==> config.mk <==
export PLATFORM = sky130hd
export DESIGN_NAME = window_gen_3x3
export DESIGN_NICKNAME = d
export VERILOG_FILES = /design/src/rtl/window_gen_3x3.sv
export SDC_FILE = /design/constraint.sdc
export NUM_CORES = 2
export LEC_CHECK = 0
export CAP_MARGIN = 20
export CORE_UTILIZATION = 62
export CTS_CLUSTER_SIZE = 25
export DETAILED_ROUTE_END_ITERATION = 12
export DONT_BUFFER_PORTS = 1
export PLACE_DENSITY = 0.78
export SLEW_MARGIN = 40
export SYNTH_ARGS = -nofsm -noshare
export SYNTH_HDL_FRONTEND = slang
export SYNTH_SLANG_ARGS = --single-unit
==> constraint.sdc <==
create_clock -name clk -period 14.4 [get_ports clk]
set_clock_uncertainty 0.2 [all_clocks]
set_input_delay 2.88 -clock clk [delete_from_list [all_inputs] [get_ports clk]]
set_output_delay 2.88 -clock clk [all_outputs]
set_load 0.1 [all_outputs]
==> src/rtl/window_gen_3x3.sv <==
// rtl/window_gen_3x3.sv - streaming 3x3 window generator with two line buffers
// Emits WIDTH*HEIGHT raster-order windows per frame; edge-centred windows are zeroed.
module window_gen_3x3 #(
  parameter int WIDTH  = 256,
  parameter int HEIGHT = 256,
  parameter int BITW   = 8
) (
  input  logic                      clk,
  input  logic                      rst_n,
  input  logic                      in_valid,
  input  logic [BITW-1:0]           in_pixel,
  output logic                      in_ready,
  output logic                      win_valid,
  output logic                      border,
  output logic [BITW-1:0]           u00,
  output logic [BITW-1:0]           u01,
  output logic [BITW-1:0]           u02,
  output logic [BITW-1:0]           u10,
  output logic [BITW-1:0]           u11,
  output logic [BITW-1:0]           u12,
  output logic [BITW-1:0]           u20,
  output logic [BITW-1:0]           u21,
  output logic [BITW-1:0]           u22,
  output logic [$clog2(HEIGHT)-1:0] out_row,
  output logic [$clog2(WIDTH)-1:0]  out_col,
  output logic                      frame_done
);
  localparam int CW = $clog2(WIDTH);
  localparam int RW = $clog2(HEIGHT);
  localparam logic [CW-1:0] COL_LAST = CW'(WIDTH - 1);
  localparam logic [RW-1:0] ROW_LAST = RW'(HEIGHT - 1);

  typedef enum logic [1:0] {FILL, RUN, FLUSH} state_t;

  state_t          state_q, state_d;
  logic [CW-1:0]   in_col_q, in_col_d, oc_col_q, oc_col_d, out_col_q, out_col_d;
  logic [RW-1:0]   in_row_q, in_row_d, oc_row_q, oc_row_d, out_row_q, out_row_d;
  logic            in_ready_q, in_ready_d, win_valid_q, win_valid_d;
  logic            border_q, border_d, frame_done_q, frame_done_d;
  logic [BITW-1:0] win_q [3][3];
  logic [BITW-1:0] win_d [3][3];
  logic [BITW-1:0] lb1 [WIDTH];
  logic [BITW-1:0] lb2 [WIDTH];
  logic            accept, emit, in_last_col, in_last_row, oc_last, show;
  logic [BITW-1:0] top, mid;

  assign accept      = in_valid & in_ready_q;
  assign in_last_col = (in_col_q == COL_LAST);
  assign in_last_row = (in_row_q == ROW_LAST);
  assign oc_last     = (oc_row_q == ROW_LAST) && (oc_col_q == COL_LAST);
  assign top         = lb2[in_col_q];
  assign mid         = lb1[in_col_q];

  always_comb begin
    state_d  = state_q;
    in_col_d = in_col_q;
    in_row_d = in_row_q;
    oc_col_d = oc_col_q;
    oc_row_d = oc_row_q;
    win_d    = win_q;
    emit     = 1'b0;
    if (accept) begin
      in_col_d = in_last_col ? '0 : in_col_q + CW'(1);
      in_row_d = !in_last_col ? in_row_q : (in_last_row ? '0 : in_row_q + RW'(1));
      for (int r = 0; r < 3; r++) begin
        win_d[r][0] = win_q[r][1];
        win_d[r][1] = win_q[r][2];
      end
      win_d[0][2] = top;
      win_d[1][2] = mid;
      win_d[2][2] = in_pixel;
    end
    case (state_q)
      FILL:  if (accept && in_row_q == RW'(1) && in_col_q == '0) state_d = RUN;
      RUN: begin
        if (accept) begin
          emit = 1'b1;
          if (in_last_col && in_last_row) state_d = FLUSH;
        end
      end
      FLUSH: begin
        emit = 1'b1;
        if (oc_last) begin
          state_d  = FILL;
          in_col_d = '0;
          in_row_d = '0;
        end
      end
      default: state_d = FILL;
    endcase
    // oc_* holds the centre of the next window to be emitted
    if (emit) begin
      oc_col_d = (oc_col_q == COL_LAST) ? '0 : oc_col_q + CW'(1);
      if (oc_col_q == COL_LAST) oc_row_d = (oc_row_q == ROW_LAST) ? '0 : oc_row_q + RW'(1);
    end
    border_d     = emit & ((oc_row_q == '0) | (oc_row_q == ROW_LAST) |
                           (oc_col_q == '0) | (oc_col_q == COL_LAST));
    win_valid_d  = emit;
    frame_done_d = emit & oc_last;
    out_row_d    = emit ? oc_row_q : out_row_q;
    out_col_d    = emit ? oc_col_q : out_col_q;
    in_ready_d   = (state_d != FLUSH);
  end

  always_ff @(posedge clk or negedge rst_n) begin
    if (!rst_n) begin
      state_q      <= FILL;
      in_col_q     <= '0;
      in_row_q     <= '0;
      oc_col_q     <= '0;
      oc_row_q     <= '0;
      out_col_q    <= '0;
      out_row_q    <= '0;
      in_ready_q   <= 1'b1;
      win_valid_q  <= 1'b0;
      border_q     <= 1'b0;
      frame_done_q <= 1'b0;
      for (int r = 0; r < 3; r++)
        for (int c = 0; c < 3; c++) win_q[r][c] <= '0;
    end else begin
      state_q      <= state_d;
      in_col_q     <= in_col_d;
      in_row_q     <= in_row_d;
      oc_col_q     <= oc_col_d;
      oc_row_q     <= oc_row_d;
      out_col_q    <= out_col_d;
      out_row_q    <= out_row_d;
      in_ready_q   <= in_ready_d;
      win_valid_q  <= win_valid_d;
      border_q     <= border_d;
      frame_done_q <= frame_done_d;
      win_q        <= win_d;
    end
  end

  // Line buffers are plain storage; stale contents only reach masked border windows
  always_ff @(posedge clk) begin
    if (accept) begin
      lb2[in_col_q] <= lb1[in_col_q];
      lb1[in_col_q] <= in_pixel;
    end
  end

  assign show       = win_valid_q & ~border_q;
  assign u00        = show ? win_q[0][0] : '0;
  assign u01        = show ? win_q[0][1] : '0;
  assign u02        = show ? win_q[0][2] : '0;
  assign u10        = show ? win_q[1][0] : '0;
  assign u11        = show ? win_q[1][1] : '0;
  assign u12        = show ? win_q[1][2] : '0;
  assign u20        = show ? win_q[2][0] : '0;
  assign u21        = show ? win_q[2][1] : '0;
  assign u22        = show ? win_q[2][2] : '0;
  assign in_ready   = in_ready_q;
  assign win_valid  = win_valid_q;
  assign border     = border_q;
  assign out_row    = out_row_q;
  assign out_col    = out_col_q;
  assign frame_done = frame_done_q;
endmodule

; ---- Yosys cells after proc, flatten, opt, wreduce, memory -nomap -nowiden
; Memories as Yosys holds them, arrays and structs flattened. A register that Yosys moved wholly into a read port is not among the register bits.
; Index checks and enable logic that the tools add are counted.
[classes]
add_sub_neg = 4
eq_ne = 8
mux = 28
n_bitwise = 8
reduce_logical = 10
[op_table]
columns = operator, n
row1 = two-way mux 8 bit, 20
row2 = adder 8 x 1 -> 8 bit (second input constant), 4
row3 = == test 8 bit (second input constant), 4
row4 = logical NOT 8 bit, 3
row5 = == test 8 x 1 -> 1 bit (second input constant), 1
row6 = two-way mux 2 bit, 4
row7 = case mux 2 bit (3 select lines), 1
row8 = AND 1 bit, 4
row9 = logical AND 1 bit, 4
row10 = OR 1 bit, 3
row11 = == test 2 x 1 -> 1 bit (second input constant), 1
row12 = == test 2 bit (second input constant), 1
row13 = logical NOT 2 bit, 1
row14 = two-way mux 1 bit, 2
row15 = inequality test 2 bit (second input constant), 1
row16 = case mux 1 bit (2 select lines), 1
row17 = AND reduction 2 bit, 1
row18 = logical NOT 1 bit, 1
row19 = inverter 1 bit, 1
[totals]
regBits = 118
ram_bits = 4096
in_bits = 11
elab_cells = 79
memories = 2
[mem_list]
columns = name, depth, width, rd, rd_ports_with_merged_regs, write_ports, line_no
row1 = lb1, 256, 8, 1, 0, 1, 42  ; logic [BITW-1:0] lb1 [WIDTH];
row2 = lb2, 256, 8, 1, 1, 1, 43  ; logic [BITW-1:0] lb2 [WIDTH];

; ---- Logic depth before layout (Yosys ltp)
[depth]
ltp_word = 6
ltp_mapped = 14
ltp_nobuf = 9

; ---- Worst setup path before layout
; Ideal clock, no wire load.
[synth_path]
path_kind = reg-to-reg
from = reg in_col_q[1]
to = mem lb2[0][0] (data pin)
setup_time_ps = 1737
arrival_time_ps = 9602
required_ps = 12463
setup_slack_ps = 2861
stages_incl_launch_ff = 10
n_path_buf = 4
path_cell_list = dfrtp_1 -> buf_4 -> buf_2 -> buf_2 -> buf_1 -> mux4_2 -> a22oi_1 -> o2111ai_1 -> nor4_1 -> a31oi_1
[synth_via]
elab_chain_cells = 1
[synth_lines]
columns = item, line_no
row1 = start: declaration, 36  ; logic [CW-1:0] in_col_q, in_col_d, oc_col_q, oc_col_d, out_col_q, out_col_d;
row2 = start signal: assignment, 122  ; in_col_q <= in_col_d;
row3 = memory (256 x 8 bit), n/a
row4 = end: declaration, 43
; No other way between the ends.

; ---- Worst setup path in the final report
[layout_path]
from = reg in_col_q[1]
to = mem lb2[95][3] (data pin)
; The elaborated chain is that of the path after synthesis.

==> impl_metrics.env <==
export IMPL_slew_headroom_pct=26.1
export IMPL_crit_slowest_cell="dfrtp_4"
export IMPL_cp_max_fo=65
export IMPL_utilization_pct=70.1
export IMPL_layout_common_cells="edfxtp_1 (4096), mux4_2 (936), clkbuf_16 (414)"
export IMPL_clockBufferDepth=4
export IMPL_syn2layout_area_growth_pct=12.1
export IMPL_reg2reg_slack_ns=7.35
export IMPL_maxSlewViolCount=0
export IMPL_drtPass1Iterations=8
export IMPL_path_class="reg -> reg"
export IMPL_cts_setup_buffers=0
export IMPL_path_cells="buf_4 > buf_4 > buf_4 > mux4_2 > mux4_2 > a21oi_1 > a31oi_4 > buf_4 > buf_4"
export IMPL_viasPerCell=7.21
export IMPL_stdcell_count=11898
export IMPL_setup_viol=0
export IMPL_synth_sequential_area_ratio_pct=77.5
export IMPL_maxCapViolCount=0
export IMPL_grt_pass1_vias=84914
export IMPL_core_area_sq_mm=0.260
export IMPL_post_route_period_util_pct=49.0
export IMPL_holdPathEnd="win_q[45]$_DFFE_PN0P_"
export IMPL_p_int_mw=24.4
export IMPL_first_iter_violations=14487
export IMPL_max_vdd_ir_drop_mv=0.336
export IMPL_hp_start="win_q[45]$_DFFE_PN0P_"
export IMPL_std_cell_rows=187
export IMPL_hold_viol=0
export IMPL_crit_required_ns=14.74
export IMPL_cpMostUsedCell="buf_4"
export IMPL_combPwrFrac_pct=24.5
export IMPL_io_pin_count=103
export IMPL_min_path_type="reg -> reg"
export IMPL_drc=0
export IMPL_clockPowerShare_pct=30.1
export IMPL_cts_root_buf="clkbuf_16"
export IMPL_synth_edf_count=4096
export IMPL_yosysWarnings=0
export IMPL_hpwl_mm=249
export IMPL_synth_distinct_cells=73
export IMPL_vias=85767
export IMPL_fp_dieH_um=514
export IMPL_cts_sinks=4222
export IMPL_die_x_um=514
export IMPL_worst_ep_arrival_time_ns=7.40
export IMPL_slowest_delay_ns=0.93
export IMPL_finalPower_mw=35.4
export IMPL_power_switching_mw=11.0
export IMPL_yosys_area_top_type="edfxtp_1"
export IMPL_fmax_ghz=0.142
export IMPL_syn_num_nets=7684
export IMPL_whs_path_depth=2
export IMPL_layout_nets=8065
export IMPL_drive_above_1_share_pct=25.9
export IMPL_switching_share_pct=31.1
export IMPL_track_usage_pct=34.5
export IMPL_antenna_found_initial=38
export IMPL_grt_pass1_wl_mm=636
export IMPL_cts_resized=0
export IMPL_period_needed_ns=7.05
export IMPL_async_reset_ff_share_pct=2.98
export IMPL_drt_wl_total_mm=454
export IMPL_tightest_slew_ns=1.11
export IMPL_rsz0062_at_grt="no"
export IMPL_place_ws_ns=7.60
export IMPL_grt_max_degree=258
export IMPL_power_density_mw_per_mm2=194
export IMPL_layout_commonest_cell="edfxtp_1"
export IMPL_power_frac_seq_pct=45.4
export IMPL_routabilityCongestion=0.954
export IMPL_reg2reg_to="lb2[95][3]$_DFFE_PP_"
export IMPL_initial_core_util_pct=62.6
export IMPL_tns_ns=0
export IMPL_clkSlewWorstSetupHoldPaths_ns=0.06
export IMPL_rr_worst_depth=9
export IMPL_grt_remaining_overflow=0
export IMPL_die_area_sq_mm=0.265
export IMPL_crit_path_start_kind="register"
export IMPL_numCtsBuffers=409
export IMPL_numPortBuffers=0
export IMPL_yosys_top_cells_area="edfxtp_1 (76%), mux4_2 (13%), mux2i_1 (2.3%), dfrtp_1 (1.9%), a22oi_1 (0.95%)"
export IMPL_synth_seq_cells=4222
export IMPL_clk_latency_ns=0.97
export IMPL_syn_area_sq_mm=0.163
export IMPL_status="complete, no violations"
export IMPL_syn_area_per_cell_sq_um=21.2
export IMPL_p_leak_nw=58.1
export IMPL_yosys_area_top_type_share_pct=75.6
export IMPL_crit_path_end_kind="register"
export IMPL_ant_nets=0
export IMPL_worst_slack_ns=7.35
export IMPL_place_inst=11118
export IMPL_r2r_start="in_col_q[1]$_DFF_PN0_"
export IMPL_syn_inst=7659
export IMPL_cts_hold_buf=0
export IMPL_ys_dominant_reg_cell="edfxtp_1"
export IMPL_htreeDepth=5
export IMPL_cts_tree="built"
export IMPL_wire_per_inst_um=38.1
-- final cells by class --
| class | instances | area [sq um] |
|---|---|---|
| Sequential cell | 4222 | 126000 |
| Multi-Input combinational cell | 2974 | 35000 |
| Inverter | 12 | 45.0 |
| Tap cell | 3496 | 4370 |
| Antenna cell | 26 | 65.1 |
| Clock buffer | 506 | 10800 |
| Clock inverter | 241 | 2410 |
| Timing Repair Buffer | 421 | 3550 |
| Fill cell | 14475 | 77800 |
-- state kept, by name, summed over array words and instances, names as in the netlist, 2 cells and up --
register / cells
out_col: 8
in_col_q: 8
win_q: 72
in_row_q: 8
state_q: 2
oc_col_q: 8
oc_row_q: 8
out_row: 8
lb1: 2048
lb2: 2048
-- power groups by stage --
| stage | Sequential, mW | Combinational (mW) | Clock [mW] |
|---|---|---|---|
| global placement | 16.3 | 7.75 | 0 |
| finish | 16.1 | 8.65 | 10.7 |
| floorplan | 17.2 | 4.70 | 0 |
| global route | 16.1 | 8.73 | 11.1 |
| detailed placement | 16.3 | 8.13 | 0 |
| CTS | 16.0 | 8.24 | 10.7 |
-- how the worst max path moves through the flow --
| stage | startpoint | end |
|---|---|---|
| after detailed placement | in_col_q[1]$_DFF_PN0_ | lb2[81][3]$_DFFE_PP_ |
| after global placement | in_col_q[0]$_DFF_PN0_ | win_q[25]$_DFFE_PN0P_ |
| after global routing | in_col_q[1]$_DFF_PN0_ | lb2[137][3]$_DFFE_PP_ |
| final | in_col_q[1]$_DFF_PN0_ | lb2[95][3]$_DFFE_PP_ |
| after CTS | in_col_q[1]$_DFF_PN0_ | lb2[137][3]$_DFFE_PP_ |
| after floorplan | in_col_q[1]$_DFF_PN0_ | lb2[0][0]$_DFFE_PP_ |
-- stage by stage --
stage,cell area (sq um),hold slack (ns)
after global routing,182000,0.287
final,182000,0.267
after CTS,182000,0.269
after detailed placement,169000,0.254
after floorplan,163000,0.237
after global placement,168000,0.249
-- logic make-up after synthesis --
logic type | Yosys count | synth area share (%)
DFF | 4222 | 77.5
muxes | 1336 | 15.4
and+or+nand+nor | 1023 | 2.90
AOI/OAI and AO/OA | 583 | 2.54
buffers and inverters | 463 | 1.41
xor gates and xnor gates | 18 | 0.0969
adders and majority gates | 14 | 0.108
-- metal layers --
layer	share of wire [%]	GRT usage [%]	up-vias	routed length (um)
met5	0.078	0.584	-	356
met4	6.5	18.9	28	29500
met3	15	11.4	1445	70000
met2	46	51.7	7686	207000
met1	32	45.1	43922	147000
li1	-	-	32686	-
-- worst max-delay path: cells and delay by family (launching register included) --
| family | cells | cell delay, ns |
|---|---|---|
| buffers and inverters | 5 | 3.11 |
| multiplexers | 2 | 0.97 |
| flip-flops | 1 | 0.93 |
| AO/OA/AOI/OAI | 2 | 1.25 |
-- synth_stat cells (all sizes together), types with 9 or more instances --
cell type / instances
o211ai: 9
edfxtp: 4096
nor2: 315
or3: 9
xor2: 13
a221oi: 27
mux2i: 376
a22o: 24
mux4: 936
a21oi: 77
ha: 14
and3: 18
a22oi: 207
nor4: 21
nor4b: 9
o21ai: 41
buf: 284
nand2: 307
and2: 78
clkbuf: 167
inv: 9
o22ai: 46
nor3: 21
dfrtp: 125
o2111ai: 13
a211oi: 19
nor2b: 33
o221ai: 23
mux2: 24
a31oi: 49
nand3: 152
nand4: 25
Power figures use the tool's default switching activity.
